`src/rtl/fl_ckpt_ctrl.sv`:
```
// fl_ckpt_ctrl
// Branch-checkpoint controller for the physical-register Freelist.
// Snapshots the Freelist head for every dispatched branch, tracks relative
// checkpoint age through per-entry "older" vectors, and on a mispredict
// sequences a one-cycle head restore followed by an allocation drain window.
//
// Optional feature macro: FL_CKPT_STATS_EN (adds saturating statistics ports).
//
// Ports:
//   clk, rst               clock, synchronous active-high reset
//   fl_head_ptr            current Freelist head
//   fl_dispatch_en_mask    PR allocations this cycle (slot 2 oldest)
//   br_valid, br_slot      branch dispatch and its slot
//   res_valid, res_tag,
//   res_mispredict         branch resolve bus
//   flush                  full-pipeline recovery
//   ckpt_ready, ckpt_tag   checkpoint availability and granted tag
//   fl_restore_en,
//   fl_restore_ptr         one-cycle restore strobe and head value
//   squash_mask            checkpoints squashed by the current restore
//   stat_mispred_cnt,
//   stat_block_cnt         (FL_CKPT_STATS_EN only) event counters
module fl_ckpt_ctrl #(
    parameter int PTR_W     = 5,
    parameter int NUM_CKPT  = 4,
    parameter int TAG_W     = 2,
    parameter int DRAIN_CYC = 2
) (
    input  logic                clk,
    input  logic                rst,
    input  logic [PTR_W-1:0]    fl_head_ptr,
    input  logic [2:0]          fl_dispatch_en_mask,
    input  logic                br_valid,
    input  logic [1:0]          br_slot,
    input  logic                res_valid,
    input  logic [TAG_W-1:0]    res_tag,
    input  logic                res_mispredict,
    input  logic                flush,
    output logic                ckpt_ready,
    output logic [TAG_W-1:0]    ckpt_tag,
    output logic                fl_restore_en,
    output logic [PTR_W-1:0]    fl_restore_ptr,
    output logic [NUM_CKPT-1:0] squash_mask
`ifdef FL_CKPT_STATS_EN
    ,
    output logic [15:0]         stat_mispred_cnt,
    output logic [15:0]         stat_block_cnt
`endif
);

    typedef enum logic [1:0] {
        ST_IDLE    = 2'd0,
        ST_RESTORE = 2'd1,
        ST_DRAIN   = 2'd2
    } state_e;

    localparam int CNT_W = (DRAIN_CYC > 1) ? $clog2(DRAIN_CYC) : 1;

    // Number of PR allocations at or above the branch slot (the branch's own
    // slot and older slots have already consumed Freelist entries).
    function automatic logic [1:0] upper_slot_count(input logic [2:0] mask,
                                                    input logic [1:0] slot);
        logic [1:0] cnt;
        cnt = 2'd0;
        for (int i = 0; i < 3; i++) begin
            if (i >= int'(slot)) begin
                cnt = cnt + {1'b0, mask[i]};
            end else begin
                cnt = cnt;
            end
        end
        return cnt;
    endfunction

    state_e                state_r, state_nxt_s;
    logic [CNT_W-1:0]      drain_cnt_r, drain_cnt_nxt_s;
    logic [NUM_CKPT-1:0]   valid_r, valid_nxt_s;
    logic [PTR_W-1:0]      ptr_r       [NUM_CKPT];
    logic [PTR_W-1:0]      ptr_nxt_s   [NUM_CKPT];
    logic [NUM_CKPT-1:0]   older_r     [NUM_CKPT];
    logic [NUM_CKPT-1:0]   older_nxt_s [NUM_CKPT];
    logic                  restore_en_r, restore_en_nxt_s;
    logic [PTR_W-1:0]      restore_ptr_r, restore_ptr_nxt_s;
    logic [NUM_CKPT-1:0]   squash_mask_r, squash_mask_nxt_s;

    logic                  any_free_s;
    logic [TAG_W-1:0]      free_tag_s;
    logic                  res_hit_s;
    logic                  mispred_s;
    logic                  good_res_s;
    logic                  alloc_s;
    logic [NUM_CKPT-1:0]   victim_s;
    logic [NUM_CKPT-1:0]   release_s;
    logic [PTR_W-1:0]      snap_ptr_s;

    // Lowest-index free entry, derived only from registered state.
    always_comb begin
        any_free_s = ~(&valid_r);
        free_tag_s = {TAG_W{1'b0}};
        for (int i = NUM_CKPT - 1; i >= 0; i--) begin
            if (!valid_r[i]) begin
                free_tag_s = TAG_W'(i);
            end else begin
                free_tag_s = free_tag_s;
            end
        end
    end

    assign ckpt_ready = any_free_s && (state_r == ST_IDLE);
    assign ckpt_tag   = free_tag_s;

    // Event decode in priority order: flush > mispredict > correct resolve > allocation.
    always_comb begin
        res_hit_s  = res_valid && valid_r[res_tag];
        mispred_s  = !flush && res_hit_s && res_mispredict;
        good_res_s = !flush && res_hit_s && !res_mispredict;
        alloc_s    = !flush && !mispred_s && br_valid && ckpt_ready;
        snap_ptr_s = fl_head_ptr + PTR_W'(upper_slot_count(fl_dispatch_en_mask, br_slot));
        for (int j = 0; j < NUM_CKPT; j++) begin
            // Stale older bits of invalid entries must not leak into the squash set.
            victim_s[j]  = valid_r[j] && ((res_tag == TAG_W'(j)) || older_r[j][res_tag]);
            release_s[j] = good_res_s && (res_tag == TAG_W'(j));
        end
    end

    // Checkpoint table next-state.
    always_comb begin
        valid_nxt_s = valid_r;
        ptr_nxt_s   = ptr_r;
        older_nxt_s = older_r;
        if (flush) begin
            valid_nxt_s = {NUM_CKPT{1'b0}};
            for (int j = 0; j < NUM_CKPT; j++) begin
                older_nxt_s[j] = {NUM_CKPT{1'b0}};
            end
        end else if (mispred_s) begin
            valid_nxt_s = valid_r & ~victim_s;
            for (int j = 0; j < NUM_CKPT; j++) begin
                older_nxt_s[j] = older_r[j] & ~victim_s;
            end
        end else begin
            valid_nxt_s = valid_r & ~release_s;
            for (int j = 0; j < NUM_CKPT; j++) begin
                older_nxt_s[j] = older_r[j] & ~release_s;
            end
            if (alloc_s) begin
                valid_nxt_s[free_tag_s] = 1'b1;
                ptr_nxt_s[free_tag_s]   = snap_ptr_s;
                // A tag freed this same cycle is no longer older than the new branch.
                older_nxt_s[free_tag_s] = valid_r & ~release_s;
            end else begin
                valid_nxt_s = valid_nxt_s;
            end
        end
    end

    // Restore sequencer next-state and registered restore outputs.
    always_comb begin
        state_nxt_s       = state_r;
        drain_cnt_nxt_s   = drain_cnt_r;
        restore_en_nxt_s  = 1'b0;
        restore_ptr_nxt_s = {PTR_W{1'b0}};
        squash_mask_nxt_s = {NUM_CKPT{1'b0}};
        if (flush) begin
            state_nxt_s     = ST_IDLE;
            drain_cnt_nxt_s = {CNT_W{1'b0}};
        end else if (mispred_s) begin
            state_nxt_s       = ST_RESTORE;
            restore_en_nxt_s  = 1'b1;
            restore_ptr_nxt_s = ptr_r[res_tag];
            squash_mask_nxt_s = victim_s;
        end else begin
            case (state_r)
                ST_IDLE: begin
                    state_nxt_s = ST_IDLE;
                end
                ST_RESTORE: begin
                    if (DRAIN_CYC == 0) begin
                        state_nxt_s = ST_IDLE;
                    end else begin
                        state_nxt_s     = ST_DRAIN;
                        drain_cnt_nxt_s = CNT_W'(DRAIN_CYC - 1);
                    end
                end
                ST_DRAIN: begin
                    if (drain_cnt_r == {CNT_W{1'b0}}) begin
                        state_nxt_s = ST_IDLE;
                    end else begin
                        drain_cnt_nxt_s = drain_cnt_r - {{(CNT_W-1){1'b0}}, 1'b1};
                    end
                end
                default: begin
                    state_nxt_s     = ST_IDLE;
                    drain_cnt_nxt_s = {CNT_W{1'b0}};
                end
            endcase
        end
    end

    // Checkpoint table registers.
    always_ff @(posedge clk) begin
        if (rst) begin
            valid_r <= {NUM_CKPT{1'b0}};
            for (int j = 0; j < NUM_CKPT; j++) begin
                ptr_r[j]   <= {PTR_W{1'b0}};
                older_r[j] <= {NUM_CKPT{1'b0}};
            end
        end else begin
            valid_r <= valid_nxt_s;
            ptr_r   <= ptr_nxt_s;
            older_r <= older_nxt_s;
        end
    end

    // Sequencer state and restore output registers.
    always_ff @(posedge clk) begin
        if (rst) begin
            state_r       <= ST_IDLE;
            drain_cnt_r   <= {CNT_W{1'b0}};
            restore_en_r  <= 1'b0;
            restore_ptr_r <= {PTR_W{1'b0}};
            squash_mask_r <= {NUM_CKPT{1'b0}};
        end else begin
            state_r       <= state_nxt_s;
            drain_cnt_r   <= drain_cnt_nxt_s;
            restore_en_r  <= restore_en_nxt_s;
            restore_ptr_r <= restore_ptr_nxt_s;
            squash_mask_r <= squash_mask_nxt_s;
        end
    end

    assign fl_restore_en  = restore_en_r;
    assign fl_restore_ptr = restore_ptr_r;
    assign squash_mask    = squash_mask_r;

`ifdef FL_CKPT_STATS_EN
    logic [15:0] stat_mispred_r;
    logic [15:0] stat_block_r;

    // Saturating statistics; flush deliberately leaves them untouched.
    always_ff @(posedge clk) begin
        if (rst) begin
            stat_mispred_r <= 16'h0000;
            stat_block_r   <= 16'h0000;
        end else begin
            if (mispred_s && (stat_mispred_r != 16'hFFFF)) begin
                stat_mispred_r <= stat_mispred_r + 16'h0001;
            end else begin
                stat_mispred_r <= stat_mispred_r;
            end
            if (br_valid && !ckpt_ready && (stat_block_r != 16'hFFFF)) begin
                stat_block_r <= stat_block_r + 16'h0001;
            end else begin
                stat_block_r <= stat_block_r;
            end
        end
    end

    assign stat_mispred_cnt = stat_mispred_r;
    assign stat_block_cnt   = stat_block_r;
`endif

endmodule

```
`config.mk`:
```
export PLATFORM = sky130hd
export DESIGN_NAME = fl_ckpt_ctrl
export DESIGN_NICKNAME = d
export VERILOG_FILES = /design/src/rtl/fl_ckpt_ctrl.sv
export SDC_FILE = /design/constraint.sdc
export NUM_CORES = 1
export LEC_CHECK = 0
export ABC_AREA = 1
export BUFFER_PORTS_ARGS = -buffer_cell sky130_fd_sc_hd__buf_4
export CORE_UTILIZATION = 25
export DETAILED_ROUTE_END_ITERATION = 6
export PLACE_DENSITY = 0.43
export SYNTH_ARGS = -nofsm -noshare
export SYNTH_HDL_FRONTEND = slang
export SYNTH_SLANG_ARGS = --single-unit
```
`constraint.sdc`:
```
create_clock -name clk -period 2.5 [get_ports clk]
set_clock_uncertainty 0.15 [all_clocks]
set_input_delay 0.25 -clock clk [delete_from_list [all_inputs] [get_ports clk]]
set_output_delay 0.25 -clock clk [all_outputs]
set_load 0.1 [all_outputs]
```
==> out/metrics.yaml <==
cp_slowest_stage_delay_ns: 0.41
yosys_most_used_dff: "dfxtp_1"
dp_cells: 466
rows: 34
synth_top_area_share: 0.418
clk_latency_ns: 0.31
wirelength_um: 6770
maxCapViolCount: 0
worst-slew-pin-transition_ns: 0.428
rsz0062_at_grt: "false"
run_status: "finished clean"
start_util: 0.264
dp_worst_setup_slack_ns: -0.177
post-dp-hpwl_um: 4910
critPathKind: "in2reg"
grt_overflow: 0
final_cells: 474
drv_slew: 0
grt_max_degree: 24
nNetsFinal: 388
cp_cell_sequence: "buf_4 -> nor3b_2 -> ha_1 -> inv_1 -> nor2_1 -> ha_1 -> and2_1 -> ha_1 -> fa_1 -> xor2_1 -> buf_4 -> nand2_1 -> a21oi_1"
dr.first_iter.drc_count: 144
clkSlewWorstSetupHoldPaths_ns: 0.10
synth_common_cells: "125 x nand2_1, 49 x dfxtp_1, 32 x a21oi_1"
dieArea_sq_mm: 0.00977
vias: 2215
tritoncts: "done"
grt_pass1_vias: 2056
gp_congestion: 0.824
path_delay_family: "adder cells"
yosysMostFrequentCell: "nand2_1"
fmax_ghz: 0.438
area_growth_pct: 21.1
crit_top_cell: "ha_1"
cp_max_fo: 4
crit_path_start: "br_slot[1]"
diodes: 0
cts_setup_buffers: 0
peakVddDrop_mv: 0.209
cp.arrival_ns: 2.38
slew_headroom: 0.714
htree_levels: 2
cts_buffers: 5
avgSynthCellArea_sq_um: 7.13
fin_crit_sh: 0.913
remaining_drc_errors: 0
synth.yosys.seq_area_share: 0.418
min_period_ns: 2.28
yosysWarnings: 0
fp.coreArea_sq_mm: 0.00889
synthesis.nets: 352
worstHoldStart: "flush"
drive_gt1_frac: 0.172
finalWorstSetupSlack_ns: 0.218
cts-root-buf: "clkbuf_8"
finalSetupViolations: 0
synth.distinct_cells: 31
die_h_um: 98.8
syn_inst: 329
wire_per_inst_um: 14.3
fp.dieW_um: 98.8
hold_path.class: "in2reg"
yosysTopAreaCell: "dfxtp_1"
fillCellCount: 978
clock_tree.buffer_depth: 2
slowest_stage: "fa_1"
firstDrtPassIters: 4
required_ns: 2.60
cellPowerDensity_mw_per_mm2: 540
grt.total_usage: 0.151
syn_area_sq_mm: 0.00234
end_kind: "register"
synthTopCellsByArea: "dfxtp_1 42%, nand2_1 20%, a21oi_1 6.8%, nand3_1 3.2%, inv_1 3.0%"
leakage_nw: 1.15
antenna_found_initial: 0
critical_path_buf_inv_count: 3
synth_edf_count: 0
postSynth.asyncResetShare: 0
start_kind: "input port"
ioPinCount: 31
clock_sinks: 49
synth-seq-cells: 49
place.port_buffers: 30
via_per_inst: 4.67
finalHoldViolCount: 0
r2r-start: "valid_r[1]"
grt_pass1_wl_um: 11300
drtAntennaViolNets: 0
## path summary, 6_finish.rpt
path | to | slack [ns] | cells after the start
worst max-delay path | ptr_r[17] | 0.22 | 13
worst min register to register | drain_cnt_r | 0.31 | 1
worst min-delay path | older_r[5] | 0.12 | 4
worst max register to register | older_r[4] | 0.43 | 9
## where the power goes
part | switching (W) | total [W] | internal (W)
clock network | 0.000284 | 0.000585 | 0.000301
logic | 0.0000975 | 0.000155 | 0.0000580
registers | 0.00000503 | 0.000792 | 0.000787
## per-layer routing
| layer | up-vias | wire [um] | track usage | part of all wire |
|---|---|---|---|---|
| met5 | - | 0 | 0 | 0 |
| met3 | 8 | 349 | 0.0270 | 0.052 |
| met2 | 56 | 2880 | 0.215 | 0.43 |
| li1 | 1151 | - | - | - |
| met1 | 1000 | 3430 | 0.224 | 0.51 |
| met4 | 0 | 112 | 0.0528 | 0.017 |
## worst reg2reg max path, cell delays in order, from the launching register on
cell,delay (ns)
dfxtp_1,0.54
nand2_1,0.09
nand2_1,0.08
nand2_1,0.08
nand2_4,0.12
nand3_4,0.18
nand3_1,0.28
inv_1,0.23
nand3_1,0.13
a21oi_1,0.07
## registers in the layout (all words and copies together) (netlist names)
name and cells:
fl_restore_en 1, valid_r 4, drain_cnt_r 1, state_r 2, fl_restore_ptr 5, ptr_r 20, older_r 12, squash_mask 4
## metrics by stage
| step | TNS (ns) | area [sq um] | util | power (W) | hold slack (ns) |
|---|---|---|---|---|---|
| 2_1_floorplan | 0 | 2350 | - | 0.000892 | 0.169 |
| 3_3_place_gp | -1.46 | 2720 | 0.306 | 0.000964 | 0.288 |
| 3_5_place_dp | -1.66 | 2720 | 0.306 | 0.000964 | 0.302 |
| 4_1_cts | 0 | 2830 | 0.318 | 0.00155 | 0.111 |
| 5_1_grt | 0 | 2840 | 0.319 | 0.00160 | 0.131 |
| 6_report | 0 | 2840 | 0.319 | 0.00153 | 0.118 |
## cell usage in the layout (no fill, tap or decap), drive strengths merged
cell | netlist | final
a211oi | 1 | 1
a21boi | 1 | 1
a21oi | 32 | 32
a22oi | 6 | 6
a31oi | 6 | 6
and2 | 1 | 1
buf | 8 | 40
bufinv | 0 | 1
clkbuf | 3 | 6
clkinv | 0 | 1
dfxtp | 49 | 49
fa | 1 | 1
ha | 4 | 4
inv | 23 | 23
nand2 | 126 | 126
nand3 | 17 | 17
nand4 | 6 | 6
nor2 | 22 | 22
nor3 | 1 | 1
nor3b | 1 | 1
o211ai | 5 | 5
o21ai | 12 | 12
o31ai | 1 | 1
xnor2 | 1 | 1
xor2 | 2 | 2
## cells by family (layout without fill, tap and decap cells)
| group | count (synthesis) | count (layout) | synth area share |
|---|---|---|---|
| flops | 49 | 49 | 0.418 |
| xor+xnor | 3 | 3 | 0.0112 |
| simple gates | 174 | 174 | 0.315 |
| buf+inv | 34 | 71 | 0.0683 |
| compound gates | 64 | 64 | 0.157 |
| fa+ha+maj | 5 | 5 | 0.0299 |
## final cells by class
cell class / instances / area (sq um) / area share
inverter: 23 / 88.8 / 0.0313
clock inverter: 2 / 38.8 / 0.0137
clock buffer: 6 / 72.6 / 0.0256
multi-input combinational: 246 / 1220 / 0.431
tap: 108 / 135 / 0.0476
sequential: 49 / 981 / 0.345
timing repair buffer: 40 / 300 / 0.106
## repair_timing
action	CTS	global route
endpoints found under the setup margin	0	8
hold buffers	0	0
resized for setup	0	2
(Power assumes the default switching activity.)
